--- config.mk ---
export PLATFORM = sky130hd
export DESIGN_NAME = alu_iter
export DESIGN_NICKNAME = d
export VERILOG_FILES = /design/src/rtl/alu_iter.sv
export SDC_FILE = /design/constraint.sdc
export NUM_CORES = 2
export LEC_CHECK = 0
export CAP_MARGIN = 20
export CELL_PAD_IN_SITES_DETAIL_PLACEMENT = 1
export CELL_PAD_IN_SITES_GLOBAL_PLACEMENT = 2
export CORE_UTILIZATION = 39
export CTS_CLUSTER_DIAMETER = 150
export DETAILED_ROUTE_END_ITERATION = 10
export DONT_BUFFER_PORTS = 1
export GPL_TIMING_DRIVEN = 0
export PLACE_DENSITY_LB_ADDON = 0.3
export SKIP_CTS_REPAIR_TIMING = 1
export SYNTH_ARGS = -nofsm -noshare
export SYNTH_HDL_FRONTEND = slang
export SYNTH_SLANG_ARGS = --single-unit
--- constraint.sdc ---
create_clock -name clk -period 6.9 [get_ports clk]
set_input_delay 1.38 -clock clk [delete_from_list [all_inputs] [get_ports clk]]
set_output_delay 1.38 -clock clk [all_outputs]
set_load 0.005 [all_outputs]
--- src/rtl/alu_iter.sv ---
`default_nettype none
// ============================================================================
//  Module   : alu_iter
//  Purpose  : Iterative ALU. Single-cycle arithmetic, logic and shift ops;
//             radix-2 multi-cycle multiply and unsigned/signed divide.
//             Valid/ready handshakes on both the request and result sides.
//  Revision : 1.0  initial release
// ============================================================================
module alu_iter #(
  parameter int WIDTH = 32,
  parameter int SHW   = 8
) (
  input  logic             clk,
  input  logic             rst,
  input  logic             in_valid,
  output logic             in_ready,
  input  logic [4:0]       opcode,
  input  logic [WIDTH-1:0] op1,
  input  logic [WIDTH-1:0] op2,
  input  logic [3:0]       flag,
  output logic             out_valid,
  input  logic             out_ready,
  output logic [WIDTH-1:0] result,
  output logic [3:0]       flag_q
);

  // Command encodings shared with the instruction decoder.
  localparam logic [4:0] OP_ADD  = 5'd0;
  localparam logic [4:0] OP_ADC  = 5'd1;
  localparam logic [4:0] OP_SUB1 = 5'd2;
  localparam logic [4:0] OP_SUB2 = 5'd3;
  localparam logic [4:0] OP_SBC  = 5'd4;
  localparam logic [4:0] OP_AND  = 5'd5;
  localparam logic [4:0] OP_OR   = 5'd6;
  localparam logic [4:0] OP_XOR  = 5'd7;
  localparam logic [4:0] OP_MOV  = 5'd8;
  localparam logic [4:0] OP_INC  = 5'd9;
  localparam logic [4:0] OP_DEC  = 5'd10;
  localparam logic [4:0] OP_ZERO = 5'd11;
  localparam logic [4:0] OP_NOT  = 5'd12;
  localparam logic [4:0] OP_LSL  = 5'd13;
  localparam logic [4:0] OP_LSR  = 5'd14;
  localparam logic [4:0] OP_ASR  = 5'd15;
  localparam logic [4:0] OP_ROR  = 5'd16;
  localparam logic [4:0] OP_BIC  = 5'd17;
  localparam logic [4:0] OP_MUL  = 5'd18;
  localparam logic [4:0] OP_UDIV = 5'd19;
  localparam logic [4:0] OP_SDIV = 5'd20;

  localparam int CW = $clog2(WIDTH + 1);

  typedef enum logic [1:0] {
    IDLE = 2'd0,
    BUSY = 2'd1,
    DONE = 2'd2
  } state_t;

  state_t state;
  state_t state_next;

  logic          accept;
  logic          is_iter;
  logic          last_iter;
  logic [CW-1:0] iter_cnt;

  // Iteration registers: multiplicand/dividend-quotient, multiplier/divisor,
  // product accumulator/partial remainder.
  logic [WIDTH-1:0] a_q, b_q, acc_q;
  logic [WIDTH-1:0] a_next, b_next, acc_next;
  logic             mul_q, neg_q, dz_q;
  logic [1:0]       cv_q;

  // Single-cycle datapath signals
  logic [WIDTH-1:0] add_x, add_y;
  logic             add_cin;
  logic [WIDTH:0]   sum;
  logic             add_v;
  logic [SHW-1:0]   shamt;
  logic             shamt_zero;
  logic [WIDTH:0]   lsl_ext, lsr_ext, asr_ext;
  logic signed [WIDTH:0] asr_src;
  logic [31:0]      rot_amt;
  logic [WIDTH-1:0] ror_res;
  logic [WIDTH-1:0] alu_res;
  logic             alu_c, alu_v;

  // Divide helpers
  logic [WIDTH:0]   rem_sh;
  logic             rem_ge;
  logic [WIDTH-1:0] quo_signed;
  logic [WIDTH-1:0] fin_res;
  logic             op1_neg, op2_neg;
  logic [WIDTH-1:0] op1_mag, op2_mag;

  // Incoming N and Z are always recomputed from the result, never consumed.
  logic unused_flag_nz;
  assign unused_flag_nz = ^flag[3:2];

  function automatic logic [3:0] pack_flags(input logic [WIDTH-1:0] r,
                                            input logic c, input logic v);
    return {r[WIDTH-1], (r == '0), c, v};
  endfunction

  assign is_iter   = (opcode == OP_MUL) | (opcode == OP_UDIV) | (opcode == OP_SDIV);
  assign accept    = in_valid & in_ready;
  assign last_iter = (state == BUSY) && (iter_cnt == CW'(WIDTH - 1));

  // State register.
  always_ff @(posedge clk or posedge rst) begin
    if (rst) state <= IDLE;
    else     state <= state_next;
  end

  // Next-state and handshake outputs.
  always_comb begin
    state_next = state;
    in_ready   = 1'b0;
    out_valid  = 1'b0;
    case (state)
      IDLE: begin
        in_ready = 1'b1;
        if (in_valid) state_next = is_iter ? BUSY : DONE;
      end
      BUSY: begin
        if (last_iter) state_next = DONE;
      end
      DONE: begin
        out_valid = 1'b1;
        in_ready  = out_ready;
        if (out_ready) begin
          if (in_valid) state_next = is_iter ? BUSY : DONE;
          else          state_next = IDLE;
        end
      end
      default: state_next = IDLE;
    endcase
  end

  // Adder operand selection; subtraction is x + ~y + 1 so C is not-borrow.
  always_comb begin
    add_x   = op1;
    add_y   = op2;
    add_cin = 1'b0;
    case (opcode)
      OP_ADC:  add_cin = flag[1];
      OP_SUB1: begin add_y = ~op2; add_cin = 1'b1; end
      OP_SUB2: begin add_x = op2; add_y = ~op1; add_cin = 1'b1; end
      OP_SBC:  begin add_y = ~op2; add_cin = flag[1]; end
      OP_INC:  begin add_y = '0; add_cin = 1'b1; end
      OP_DEC:  begin add_y = '1; add_cin = 1'b0; end
      default: ;
    endcase
    sum   = {1'b0, add_x} + {1'b0, add_y} + {{WIDTH{1'b0}}, add_cin};
    add_v = (add_x[WIDTH-1] == add_y[WIDTH-1]) && (sum[WIDTH-1] != add_x[WIDTH-1]);
  end

  // Shifters; one extra bit on each extended vector catches the last bit out.
  always_comb begin
    shamt      = op2[SHW-1:0];
    shamt_zero = (shamt == '0);
    lsl_ext    = {1'b0, op1} << shamt;
    lsr_ext    = {op1, 1'b0} >> shamt;
    asr_src    = {op1, 1'b0};
    asr_ext    = asr_src >>> shamt;
    rot_amt    = 32'(shamt) % 32'(WIDTH);
    ror_res    = (op1 >> rot_amt) | (op1 << (32'(WIDTH) - rot_amt));
  end

  // Single-cycle result and C/V selection; undefined opcodes act as ZERO.
  always_comb begin
    alu_res = '0;
    alu_c   = flag[1];
    alu_v   = flag[0];
    case (opcode)
      OP_ADD, OP_ADC, OP_SUB1, OP_SUB2, OP_SBC, OP_INC, OP_DEC: begin
        alu_res = sum[WIDTH-1:0];
        alu_c   = sum[WIDTH];
        alu_v   = add_v;
      end
      OP_AND:  alu_res = op1 & op2;
      OP_OR:   alu_res = op1 | op2;
      OP_XOR:  alu_res = op1 ^ op2;
      OP_MOV:  alu_res = op2;
      OP_ZERO: alu_res = '0;
      OP_NOT:  alu_res = ~op1;
      OP_BIC:  alu_res = op1 & ~op2;
      OP_LSL: begin
        alu_res = lsl_ext[WIDTH-1:0];
        if (!shamt_zero) alu_c = lsl_ext[WIDTH];
      end
      OP_LSR: begin
        alu_res = lsr_ext[WIDTH:1];
        if (!shamt_zero) alu_c = lsr_ext[0];
      end
      OP_ASR: begin
        alu_res = asr_ext[WIDTH:1];
        if (!shamt_zero) alu_c = asr_ext[0];
      end
      OP_ROR: begin
        alu_res = ror_res;
        if (!shamt_zero) alu_c = ror_res[WIDTH-1];
      end
      default: ;
    endcase
  end

  // Operand magnitudes for signed divide; quotient sign is fixed at the end.
  always_comb begin
    op1_neg = (opcode == OP_SDIV) & op1[WIDTH-1];
    op2_neg = (opcode == OP_SDIV) & op2[WIDTH-1];
    op1_mag = op1_neg ? -op1 : op1;
    op2_mag = op2_neg ? -op2 : op2;
  end

  // One radix-2 step: shift-add multiply or restoring divide.
  always_comb begin
    rem_sh = {acc_q, a_q[WIDTH-1]};
    rem_ge = (rem_sh >= {1'b0, b_q});
    if (mul_q) begin
      acc_next = acc_q + (b_q[0] ? a_q : '0);
      a_next   = a_q << 1;
      b_next   = b_q >> 1;
    end else begin
      b_next = b_q;
      if (rem_ge) begin
        acc_next = rem_sh[WIDTH-1:0] - b_q;
        a_next   = {a_q[WIDTH-2:0], 1'b1};
      end else begin
        acc_next = rem_sh[WIDTH-1:0];
        a_next   = {a_q[WIDTH-2:0], 1'b0};
      end
    end
    quo_signed = neg_q ? -a_next : a_next;
    // Divide by zero yields 0; most-negative / -1 wraps back to most-negative.
    fin_res    = mul_q ? acc_next : (dz_q ? '0 : quo_signed);
  end

  // Operand capture, iteration and result/flag registers.
  always_ff @(posedge clk or posedge rst) begin
    if (rst) begin
      iter_cnt <= '0;
      a_q      <= '0;
      b_q      <= '0;
      acc_q    <= '0;
      mul_q    <= 1'b0;
      neg_q    <= 1'b0;
      dz_q     <= 1'b0;
      cv_q     <= 2'b00;
      result   <= '0;
      flag_q   <= 4'h0;
    end else if (accept) begin
      iter_cnt <= '0;
      cv_q     <= flag[1:0];
      if (is_iter) begin
        mul_q <= (opcode == OP_MUL);
        neg_q <= op1_neg ^ op2_neg;
        dz_q  <= (op2 == '0);
        acc_q <= '0;
        if (opcode == OP_MUL) begin
          a_q <= op1;
          b_q <= op2;
        end else begin
          a_q <= op1_mag;
          b_q <= op2_mag;
        end
      end else begin
        result <= alu_res;
        flag_q <= pack_flags(alu_res, alu_c, alu_v);
      end
    end else if (state == BUSY) begin
      iter_cnt <= iter_cnt + CW'(1);
      a_q      <= a_next;
      b_q      <= b_next;
      acc_q    <= acc_next;
      if (last_iter) begin
        result <= fin_res;
        flag_q <= pack_flags(fin_res, cv_q[1], cv_q[0]);
      end
    end
  end

endmodule
`default_nettype wire

==> results.toml <==
[logic_synthesis]
ys_types = 95
ys_seq_area_share_pct = 13.5
synth_edf_count = 0
synthFlopType = "dfrtp_1"
synth_warnings = 0
synthCells = 3722
synth.avg_cell_area_um2 = 7.16
async_flop_share_pct = 100
synthesis.area_um2 = 26700
ys_ff_latch = 144
yosysTopAreaCell = "dfrtp_1"
synth_top_area_share_pct = 13.5
synthTopCellsByArea = "dfrtp_1 (14%), mux4_2 (7.2%), ha_1 (6.2%)"
syn_nets = 3936

[worst_setup_path]
worstPathRequired_ns = 7.29
r2r_start = "acc_q[21]"
crit_path_end_kind = "register"
cpMaxStageDelayCell = "a2111oi_4"
ff2ff_path_depth = 22
crit_path_cell_trace = "inv_1 -> clkbuf_2 -> clkbuf_2 -> clkbuf_1 -> buf_8 -> o21ai_0 -> ha_1 -> o21ai_0 -> o211ai_1 -> a31oi_2 -> o21bai_2 -> o211ai_1 -> mux2i_2 -> a2111oi_4 -> nand4_1 -> nor4_4 -> nand3_1 -> or4_1 -> o211ai_2"
slowest_delay_ns = 0.62
endpoint = "flag_q[2]"
crit_buf_inv = 5
cp.arrival_ns = 7.44
reg2reg_to = "flag_q[2]"
worstPathMaxFanout = 11
critPathLaunch = "op2[4]"
path_depth = 19
cp_top_family = "compound AO/OA/AOI/OAI gates"
cp-start-kind = "primary input"
ff2ff_setup_slack_ns = -0.12
path_class = "in -> reg"

[timing]
tightest_slew_ns = 1.52
relSlewSlack_pct = -1.18
final.setup.tns_ns = -0.151
skew_ns = 0.0112
fmax_ghz = 0.142
finalHoldViolCount = 0
period_minus_slack_ns = 7.05
fin_ws_ns = -0.151
setup-violations-final = 1
fin_crit_sh_pct = 102
slew_viol_final = 2

[routing]
drt_iter0_markers = 4799
wl_per_cell_um = 42.3
ant_nets = 0
drc_errors = 6
drt_wl_total_mm = 198
via_count = 35200
viasPerCell = 7.50
drt_pass1_iterations = 11

[floorplan]
start_util_pct = 39.6
fp.coreArea_um2 = 67400
die_y_um = 263
num_rows = 95
die-area_um2 = 69400
top_level_ports = 115
fp.dieW_um = 263

[run]
maxCapViolations = 0

[status]
status = "finished with violations"
violations = "DRC, slew limit, setup timing"

[cts]
cts_buffers = 17
cts.sinks = 144
clk_latency_ns = 0.47
root_buffer = "clkbuf_16"
ctsHtreeMaxLevel = 4
clockBufferDepth = 2
tritoncts = "done"
clkTransAtPathRegs_ns = 0.07

[placement]
placed_cells = 4625
pre_cts_ws_ns = -2.69
place_congestion = 1.13
port_buffers = 0
dp_hpwl_mm = 157

[cells_and_area]
drive_gt1_share_pct = 10.5
n_fill_cell = 8508
area_delta_synth_final_pct = 10.7
fin_nets = 4010
final_cells = 4693

[global_route]
grtUsageMet1_pct = 59.7
grtUsageTotal_pct = 57.0
met3_usage_pct = 22.4
top_usage_layer = "met2"
antenna_found_initial = 19
grt_pass1_wl_mm = 281
use_met2_pct = 83.7
grt-ovfl-total = 0
grt_pass1_vias = 35000
grt_max_degree = 75

[worst_hold_path]
hold_path.class = "reg -> reg"
whs_path_depth = 2

[power_and_ir_drop]
p_leak_nw = 11.7
vdd_drop_max_mv = 0.235
p_per_area_nw_per_um2 = 305
total_power_mw = 9.01
## cell usage after synthesis, drive strengths merged (17+ instances only)
| master | count |
|---|---|
| dfrtp | 144 |
| a21oi | 279 |
| and2 | 60 |
| a31oi | 55 |
| a21o | 34 |
| o211ai | 73 |
| a221oi | 19 |
| and3 | 31 |
| a211oi | 51 |
| nor4 | 40 |
| or3 | 39 |
| xor2 | 42 |
| a22o | 23 |
| a211o | 49 |
| buf | 96 |
| ha | 133 |
| clkbuf | 263 |
| a2111oi | 28 |
| nor2b | 34 |
| nand2 | 429 |
| a22oi | 23 |
| nand3 | 117 |
| o21ai | 316 |
| mux4 | 85 |
| xnor2 | 117 |
| o21a | 17 |
| nor2 | 313 |
| mux2 | 49 |
| mux2i | 99 |
| inv | 128 |
| nand4 | 45 |
| o22ai | 69 |
| o31ai | 28 |
| nor3 | 84 |
| nand2b | 36 |
## where the power goes
part	switching [mW]	total (mW)	internal (mW)	leakage, nW
sequential	0.404	1.58	1.17	1.81
clock	0.430	0.996	0.566	0.279
combinational	4.34	6.44	2.10	9.63
## worst reg2reg max path, cell delays in order, from the launching register on
cell and delay [ns]:
dfrtp_1 0.45, ha_1 0.31, clkbuf_1 0.30, nand4_1 0.28
nor3_1 0.41, nand4_1 0.28, a31o_2 0.42, a31oi_4 0.30
clkbuf_4 0.36, clkinvlp_4 0.33, ha_1 0.31, or4b_1 0.29
o31ai_1 0.11, xnor2_1 0.17, a32oi_1 0.16, o311ai_0 0.37
nor4_1 0.35, nand4_1 0.12, nor4_1 0.49, nand4_1 0.34
nor4b_2 0.44, nand3_1 0.19, o211ai_2 0.17
## layout by cell type, fill, tap and decap left out, types with 69 or more instances in the layout
cell type / count
mux4_2: 85
dfrtp_1: 144
mux2i_1: 95
clkbuf_1: 239
xnor2_1: 117
inv_1: 120
ha_1: 133
nand2_1: 426
a21oi_1: 276
nand3_1: 116
nor3_1: 81
nor2_1: 312
o211ai_1: 72
o22ai_1: 69
o21ai_0: 308
## worst min-delay path by stage
| stage | slack (ns) | end | from |
|---|---|---|---|
| 2_1_floorplan | 0.44 | cv_q[0] | cv_q[0] |
| 3_3_place_gp | 0.45 | cv_q[0] | cv_q[0] |
| 3_5_place_dp | 0.46 | cv_q[0] | cv_q[0] |
| 4_1_cts | 0.48 | cv_q[0] | cv_q[0] |
| 5_1_grt | 0.52 | cv_q[0] | cv_q[0] |
| 6_report | 0.49 | cv_q[0] | cv_q[0] |
## layer usage
metal | wire [um] | vias to the layer above
li1 | - | 14100
met1 | 66200 | 17100
met2 | 82600 | 2798
met3 | 22200 | 1265
met4 | 27400 | 6
met5 | 52 | -
## metrics by stage
stage          instance area [um2]  util (%)  hold slack (ns)
3_3_place_gp                 27800      41.2            0.454
2_1_floorplan                26700         -            0.439
4_1_cts                      28600      42.5            0.481
5_1_grt                      29500      43.8            0.518
6_report                     29500      43.8            0.494
3_5_place_dp                 28100      41.6            0.464
## logic make-up after synthesis
group	after synthesis	synth area share [%]
buffers and inverters	488	7.42
adders and majority gates	137	6.54
muxes	233	13.0
AOI/OAI and AO/OA	1256	30.9
and+or+nand+nor	1305	23.4
DFF	144	13.5
xor gates and xnor gates	159	5.22
## final cells by class
type | instances | area, um2 | share of cell area [%]
buffer | 349 | 1620 | 5.48
tap | 873 | 1090 | 3.70
antenna | 14 | 35.0 | 0.119
sequential | 144 | 3600 | 12.2
timing repair buffer | 65 | 671 | 2.27
multi-input combinational | 3090 | 21400 | 72.5
clock inverter | 12 | 161 | 0.547
inverter | 129 | 503 | 1.70
clock buffer | 17 | 425 | 1.44
## state kept, by name (all words and copies together), names as in the netlist, 2 cells and up
| register | count |
|---|---|
| a_q | 32 |
| acc_q | 32 |
| b_q | 32 |
| cv_q | 2 |
| flag_q | 3 |
| iter_cnt | 6 |
| result | 32 |
| state | 2 |
Note: power is estimated with default switching activity, not from simulation.
